## src/rtl/lector_rom_pkg.sv

```systemverilog
// Shared definitions for the ROM reader: state encoding and default widths.
package pkg_memorias;

    localparam int ANCHO_DIR  = 8;
    localparam int ANCHO_DATO = 8;
    localparam int ANCHO_SUMA = 16;

    typedef enum logic [1:0] {
        REPOSO   = 2'd0,
        LEER     = 2'd1,
        ENTREGAR = 2'd2,
        FIN      = 2'd3
    } estado_t;

endpackage

```

## src/rtl/lector_rom.sv

```systemverilog
// Sequential ROM reader: walks an address range, streams each word over
// valid/ready, and accumulates the sum of the words delivered downstream.
module lector_rom #(
    parameter int ANCHO_DIR  = pkg_memorias::ANCHO_DIR,
    parameter int ANCHO_DATO = pkg_memorias::ANCHO_DATO,
    parameter int ANCHO_SUMA = pkg_memorias::ANCHO_SUMA
) (
    input  logic                  clk,
    input  logic                  rst,
    input  logic                  inicio,
    input  logic [ANCHO_DIR-1:0]  dir_base,
    input  logic [ANCHO_DIR-1:0]  cantidad,
    output logic [ANCHO_DIR-1:0]  direccion,
    input  logic [ANCHO_DATO-1:0] dato_s,
    output logic [ANCHO_DATO-1:0] dato_out,
    output logic                  valido,
    input  logic                  listo,
    output logic                  ocupado,
    output logic                  fin,
    output logic [ANCHO_SUMA-1:0] suma
);
    import pkg_memorias::*;

    estado_t               state_q, state_d;
    logic [ANCHO_DIR-1:0]  direccion_q, direccion_d;
    logic [ANCHO_DATO-1:0] dato_out_q, dato_out_d;
    logic                  valido_q, valido_d;
    logic [ANCHO_SUMA-1:0] suma_q, suma_d;
    logic [ANCHO_DIR-1:0]  restante_q, restante_d;

    logic handshake;
    assign handshake = valido_q && listo;

    // State and datapath registers; reset has priority over everything.
    always_ff @(posedge clk) begin
        if (rst) begin
            state_q     <= REPOSO;
            direccion_q <= '0;
            dato_out_q  <= '0;
            valido_q    <= 1'b0;
            suma_q      <= '0;
            restante_q  <= '0;
        end else begin
            state_q     <= state_d;
            direccion_q <= direccion_d;
            dato_out_q  <= dato_out_d;
            valido_q    <= valido_d;
            suma_q      <= suma_d;
            restante_q  <= restante_d;
        end
    end

    // Next-state logic; a zero-length request goes straight to FIN.
    always_comb begin
        state_d = state_q;
        case (state_q)
            REPOSO: begin
                if (inicio) begin
                    state_d = (cantidad == '0) ? FIN : LEER;
                end
            end
            LEER: begin
                state_d = ENTREGAR;
            end
            ENTREGAR: begin
                if (handshake) begin
                    state_d = (restante_q == ANCHO_DIR'(1)) ? FIN : LEER;
                end
            end
            FIN: begin
                state_d = REPOSO;
            end
            default: begin
                state_d = REPOSO;
            end
        endcase
    end

    // Address, capture, remaining-count and accumulator updates per state.
    always_comb begin
        direccion_d = direccion_q;
        dato_out_d  = dato_out_q;
        valido_d    = valido_q;
        suma_d      = suma_q;
        restante_d  = restante_q;
        case (state_q)
            REPOSO: begin
                if (inicio) begin
                    direccion_d = dir_base;
                    restante_d  = cantidad;
                    suma_d      = '0;
                end
            end
            LEER: begin
                dato_out_d = dato_s;
                valido_d   = 1'b1;
            end
            ENTREGAR: begin
                if (handshake) begin
                    valido_d    = 1'b0;
                    suma_d      = suma_q + {{(ANCHO_SUMA-ANCHO_DATO){1'b0}}, dato_out_q};
                    direccion_d = direccion_q + ANCHO_DIR'(1);
                    restante_d  = restante_q - ANCHO_DIR'(1);
                end
            end
            default: begin
            end
        endcase
    end

    // Status outputs decoded directly from the current state.
    always_comb begin
        ocupado = (state_q != REPOSO);
        fin     = (state_q == FIN);
    end

    assign direccion = direccion_q;
    assign dato_out  = dato_out_q;
    assign valido    = valido_q;
    assign suma      = suma_q;

endmodule

```

## config.mk

```make
export PLATFORM = sky130hd
export DESIGN_NAME = lector_rom
export DESIGN_NICKNAME = d
export VERILOG_FILES = /design/src/rtl/lector_rom_pkg.sv /design/src/rtl/lector_rom.sv
export SDC_FILE = /design/constraint.sdc
export NUM_CORES = 1
export LEC_CHECK = 0
export CORE_MARGIN = 2
export CORE_UTILIZATION = 31
export CTS_CLUSTER_DIAMETER = 120
export DETAILED_ROUTE_END_ITERATION = 6
export GPL_TIMING_DRIVEN = 0
export PLACE_DENSITY_LB_ADDON = 0.2
export REMOVE_ABC_BUFFERS = 1
export SLEW_MARGIN = 10
export SYNTH_ARGS = -nofsm -noshare
export SYNTH_HDL_FRONTEND = slang
export SYNTH_SLANG_ARGS = --single-unit
```

## constraint.sdc

```tcl
create_clock -name clk -period 1.85 [get_ports clk]
set_input_delay 0.37 -clock clk [delete_from_list [all_inputs] [get_ports clk]]
set_output_delay 0.37 -clock clk [all_outputs]
set_load 0.01 [all_outputs]
```

# ---- Word level (Yosys, flattened, before mapping)
# Cells that the tools add are included.
dict set report totals {
  memories 0
  ram_bits 0
  regBits 43
  out_inout_bits 35
  latchBits 0
  mem_bits_ro 0
  word_cells 40
}
dict set report op_classes {
  reduce_logical 9
  n_shift 0
  n_div 0
  bitwise 0
  eq_ne 6
  n_mux 16
  n_mul 0
  add_sub_neg 3
  magnitude_cmp 0
}
# cell count
set op_table {}
lappend op_table {{$mux 16} 2}
lappend op_table {{$mux 8} 4}
lappend op_table {{$pmux 16 s2} 1}
lappend op_table {{$pmux 8 s2} 2}
lappend op_table {{$add 16x8->16} 1}
lappend op_table {{$add 8x1->8 const B} 1}
lappend op_table {{$eq 8x1->1 const B} 1}
lappend op_table {{$logic_not 8->1} 1}
lappend op_table {{$mux 2} 4}
lappend op_table {{$pmux 2 s4} 1}
lappend op_table {{$sub 8x1->8 const B} 1}
lappend op_table {{$reduce_bool 2->1} 3}
lappend op_table {{$eq 2x2->1 const B} 2}
lappend op_table {{$ne 2x2->1 const B} 2}
lappend op_table {{$reduce_and 2->1} 2}
lappend op_table {{$reduce_and 3->1} 1}
lappend op_table {{$eq 2x1->1 const B} 1}
lappend op_table {{$logic_not 2->1} 1}
lappend op_table {{$pmux 1 s2} 1}
lappend op_table {{$logic_and 1x1->1} 1}
lappend op_table {{$mux 1} 1}

# ---- Longest topological paths before layout
dict set report logic_depth {
  word_depth 4
  depth_mapped 8
  depth_no_buf 8
}

# ---- Worst setup path after synthesis
# OpenSTA, ideal clock, no wires.
dict set report synth_timing {
  path_type {flip-flop to flip-flop}
  start {reg dato_out_q[0] (netlist: dato_out[0])}
  end {reg suma_q[6] (netlist: suma[6])}
  required_time_ps 1728
  stages_incl_launch_ff 9
  n_path_buf 0
  arrival_time_ps 1902
  setup_time_ps 122
  slack_ps -174
  period_less_slack_ps 2024
  cell_sequence {dfxtp_1 ha_1 inv_1 fa_1 nand2b_1 a21oi_1 a21boi_0 and4_1 a311o_1}
}
dict set report synth_between {
  elab_chain_len 3
}
# element line
set synth_lines {}
lappend synth_lines {{start, declared} lector_rom.sv:26} ;# logic [ANCHO_DATO-1:0] dato_out_q, dato_out_d;
lappend synth_lines {{start signal, assigned} lector_rom.sv:46} ;# dato_out_q <= dato_out_d;
lappend synth_lines {{$add 16x8->16} lector_rom.sv:101} ;# suma_d = suma_q + {{(ANCHO_SUMA-ANCHO_DATO){1'b0}}, dato_out_q};
lappend synth_lines {{$mux 16} lector_rom.sv:99} ;# if (handshake) begin
lappend synth_lines {{$pmux 16 s2} lector_rom.sv:86} ;# case (state_q)
lappend synth_lines {{end signal, assigned} lector_rom.sv:48} ;# suma_q <= suma_d;
lappend synth_lines {{end, declared} lector_rom.sv:28} ;# logic [ANCHO_SUMA-1:0] suma_q, suma_d;
# No other way between the ends. The select of a mux whose other input is x is not followed.
# A chain may end at the register's enable or synchronous reset.

# ---- Worst setup path in the final report
dict set report layout_timing {
  start {in inicio}
  end {reg suma_q[13] (netlist: suma[13])}
}
dict set report layout_between {
  elab_chain_len 2
}
# element line
set layout_lines {}
lappend layout_lines {{start, declared} lector_rom.sv:10} ;# input logic inicio,
lappend layout_lines {{$ne 2x2->1 (no line)} --}
lappend layout_lines {{$reduce_and 3->1 (no line)} --}
# No other way between the ends.

==> out/qor.txt <==
Die H -> 93.0 um
Post-synthesis sequential area ratio -> 35.1%
DR pass1 iterations -> 4
DP Area -> 0.00312 mm^2
CTS tree -> built
Setup Viol. Count Final -> 1
Post-synth EDFFs -> 0
Final Critical Period -> 1.86 ns
DPL Wire Length -> 4680 um
Critical path data arrival time -> 2.10 ns
DIE AREA -> 0.00864 mm^2
Vias in the first global route -> 2257
Initial Utilization -> 31.9%
Clk sinks -> 43
Post-route cell area -> 0.00344 mm^2
Io pins -> 63
Nets -> 400
Final worst slack -> -0.00817 ns
Via count -> 2390
Clk_lat worst skew -> 0.29 ns
Inst Count DP -> 446
First-pass GRT wire length -> 10800 um
DP Worst Slack -> -0.692 ns
Worst hold path type -> reg2reg
Post-synthesis async set-or-reset flop share -> 0%
Leakage power -> 1.24 nW
Ant. Diodes -> 0
Area delta synth->final -> 40.0%
Post-Synthesis Cells -> 297
Mean area per synthesized cell -> 8.26 um^2
Drt first-iter violations -> 74
Crit path capture type -> flip-flop
Post-detailed-route wirelength per cell -> 14.3 um
Cell Rows -> 32
Avg Vias per Cell -> 5.16
Yosys Warn Count -> 0
FMAX -> 538 MHz
Bufs on Longest Clock Path -> 2
Final period util -> 100%
Final Hold Violating Endpoints -> 0
Post-Route WL -> 6610 um
H-tree levels -> 2
Clock Tree Root -> clkbuf_8
RSZ-0062 raised after global routing -> yes
GRT Residual Overflow -> 0
Crit Path Max Fanout -> 5
Status -> finished with violations
Antenna-violating nets left -> 0
Relative slew slack -> 51.0%
Post-Syn Area -> 0.00245 mm^2
Worst Clk Skew -> 0.00490 ns
WP data required -> 2.09 ns
Number of remaining DRC errors -> 0
Initial antenna violation count -> 0
Routability Congestion -> 0.853
Maximum vdd drop -> 444 uV
Largest net degree at the start of global routing -> 38
Area of the multi-input gates -> 0.00161 mm^2
Main flop type after synthesis -> dfxtp_1
CTS clk-pin slew, worst paths -> 0.08 ns
Non-Filler Instances -> 463
Register Area -> 872 um^2
Post-layout util -> 44.7%
Failing checks -> setup timing
Slew Limit Fails -> 0
Core Area -> 0.00769 mm^2
Proportion of layout cells with a drive suffix above 1 -> 15.8%
WS Path Type -> in2reg
Number of I/O port buffers -> 62
Pwr/cell area -> 627 mW/mm^2
Most common cell after layout, fill and taps aside -> clkdlybuf4s50_1
Filler Cells Inserted -> 784
Max_cap viols -> 0
Die X -> 93.0 um
Most frequent cells in the layout -> clkdlybuf4s50_1 (60), dfxtp_1 (38), nand2_1 (37)
Synth Register Bits -> 43
CTS Buf Count -> 5
Hold Buf Count CTS -> 0
Post-synth cell types -> 61
Total GRT Usage -> 15.6%
Startpoint Class -> input port
Worst-margin pin slew -> 0.735 ns
Hold_ws -> 0.480 ns
==> worst paths after layout <==
path                              start                          to  slack, ns  cells after the start
max                              inicio       suma[13]$_SDFFE_PP0P_     -0.008                      6
min          restante_q[7]$_SDFFE_PP0P_  restante_q[7]$_SDFFE_PP0P_       0.48                      2
max reg2reg        suma[0]$_SDFFE_PP0P_        suma[6]$_SDFFE_PP0P_       0.03                      8
min reg2reg  restante_q[7]$_SDFFE_PP0P_  restante_q[7]$_SDFFE_PP0P_       0.48                      2
==> report_power, final <==
part           internal [mW]  switching [mW]
clock                  0.341           0.315
sequential             0.972          0.0668
combinational          0.229           0.229
==> per-stage QoR <==
| stage | TNS [ns] | power (mW) |
|---|---|---|
| final | -0.00817 | 2.15 |
| after global routing | -0.303 | 2.27 |
| after CTS | -0.0244 | 2.15 |
| after detailed placement | -13.21 | 1.48 |
| after global placement | -33.25 | 1.47 |
| after floorplan | -0.589 | 1.27 |
==> what timing repair did <==
| action | CTS | global route |
|---|---|---|
| resized for setup | 24 | 15 |
| pin swaps | 11 | 10 |
| cloned | 0 | 0 |
| setup buffers | 6 | 3 |
| endpoints found under the setup margin | 33 | 16 |
==> synthesized netlist by cell type (4+ instances only) <==
| library cell | number | area (um^2) |
|---|---|---|
| a21oi_1 | 33 | 165 |
| nor3_1 | 6 | 30.0 |
| inv_1 | 7 | 26.3 |
| clkbuf_1 | 7 | 26.3 |
| xor2_1 | 11 | 96.3 |
| a211oi_1 | 5 | 37.5 |
| o21ai_0 | 11 | 55.1 |
| o211ai_1 | 5 | 37.5 |
| buf_2 | 5 | 25.0 |
| nand2_1 | 38 | 143 |
| dfxtp_1 | 43 | 861 |
| ha_1 | 11 | 138 |
| nand3_1 | 10 | 50.1 |
| nor2_1 | 34 | 128 |
| nand2b_1 | 4 | 25.0 |
==> critical path, cell delays in order <==
cell	delay [ns]
clkdlybuf4s50_1	0.52
or3b_4	0.48
a21oi_4	0.16
o21ai_2	0.09
or4_1	0.40
nand2_1	0.07
==> layout make-up <==
type / instances / area share, %
well taps: 102 / 3.71
inverters: 7 / 0.765
clock buffers: 8 / 2.91
repair buffers: 72 / 20.3
flip-flops and latches: 43 / 25.4
multi-input cells: 231 / 46.9
==> flip-flops by register name, indices dropped and copies added, names as in the netlist <==
name / count
restante_q: 8
dato_out: 8
state_q: 2
direccion: 8
suma: 16
valido: 1
==> cell families (layout without fill, tap and decap cells) <==
kind of cell / after synthesis / in the layout / share of synthesized area, %
simple gates: 121 / 121 / 25.0
compound gates: 83 / 83 / 23.3
flops: 43 / 43 / 35.1
buf+inv: 23 / 87 / 4.79
xor+xnor: 14 / 14 / 5.00
fa+ha+maj: 12 / 12 / 6.43
mux: 1 / 1 / 0.408
==> per-layer routing <==
metal	wire (um)	track usage [%]
met1	3100	20.6
met2	3190	25.9
met3	254	2.77
met4	73	4.41
met5	0	0
Power figures use the tool's default switching activity.
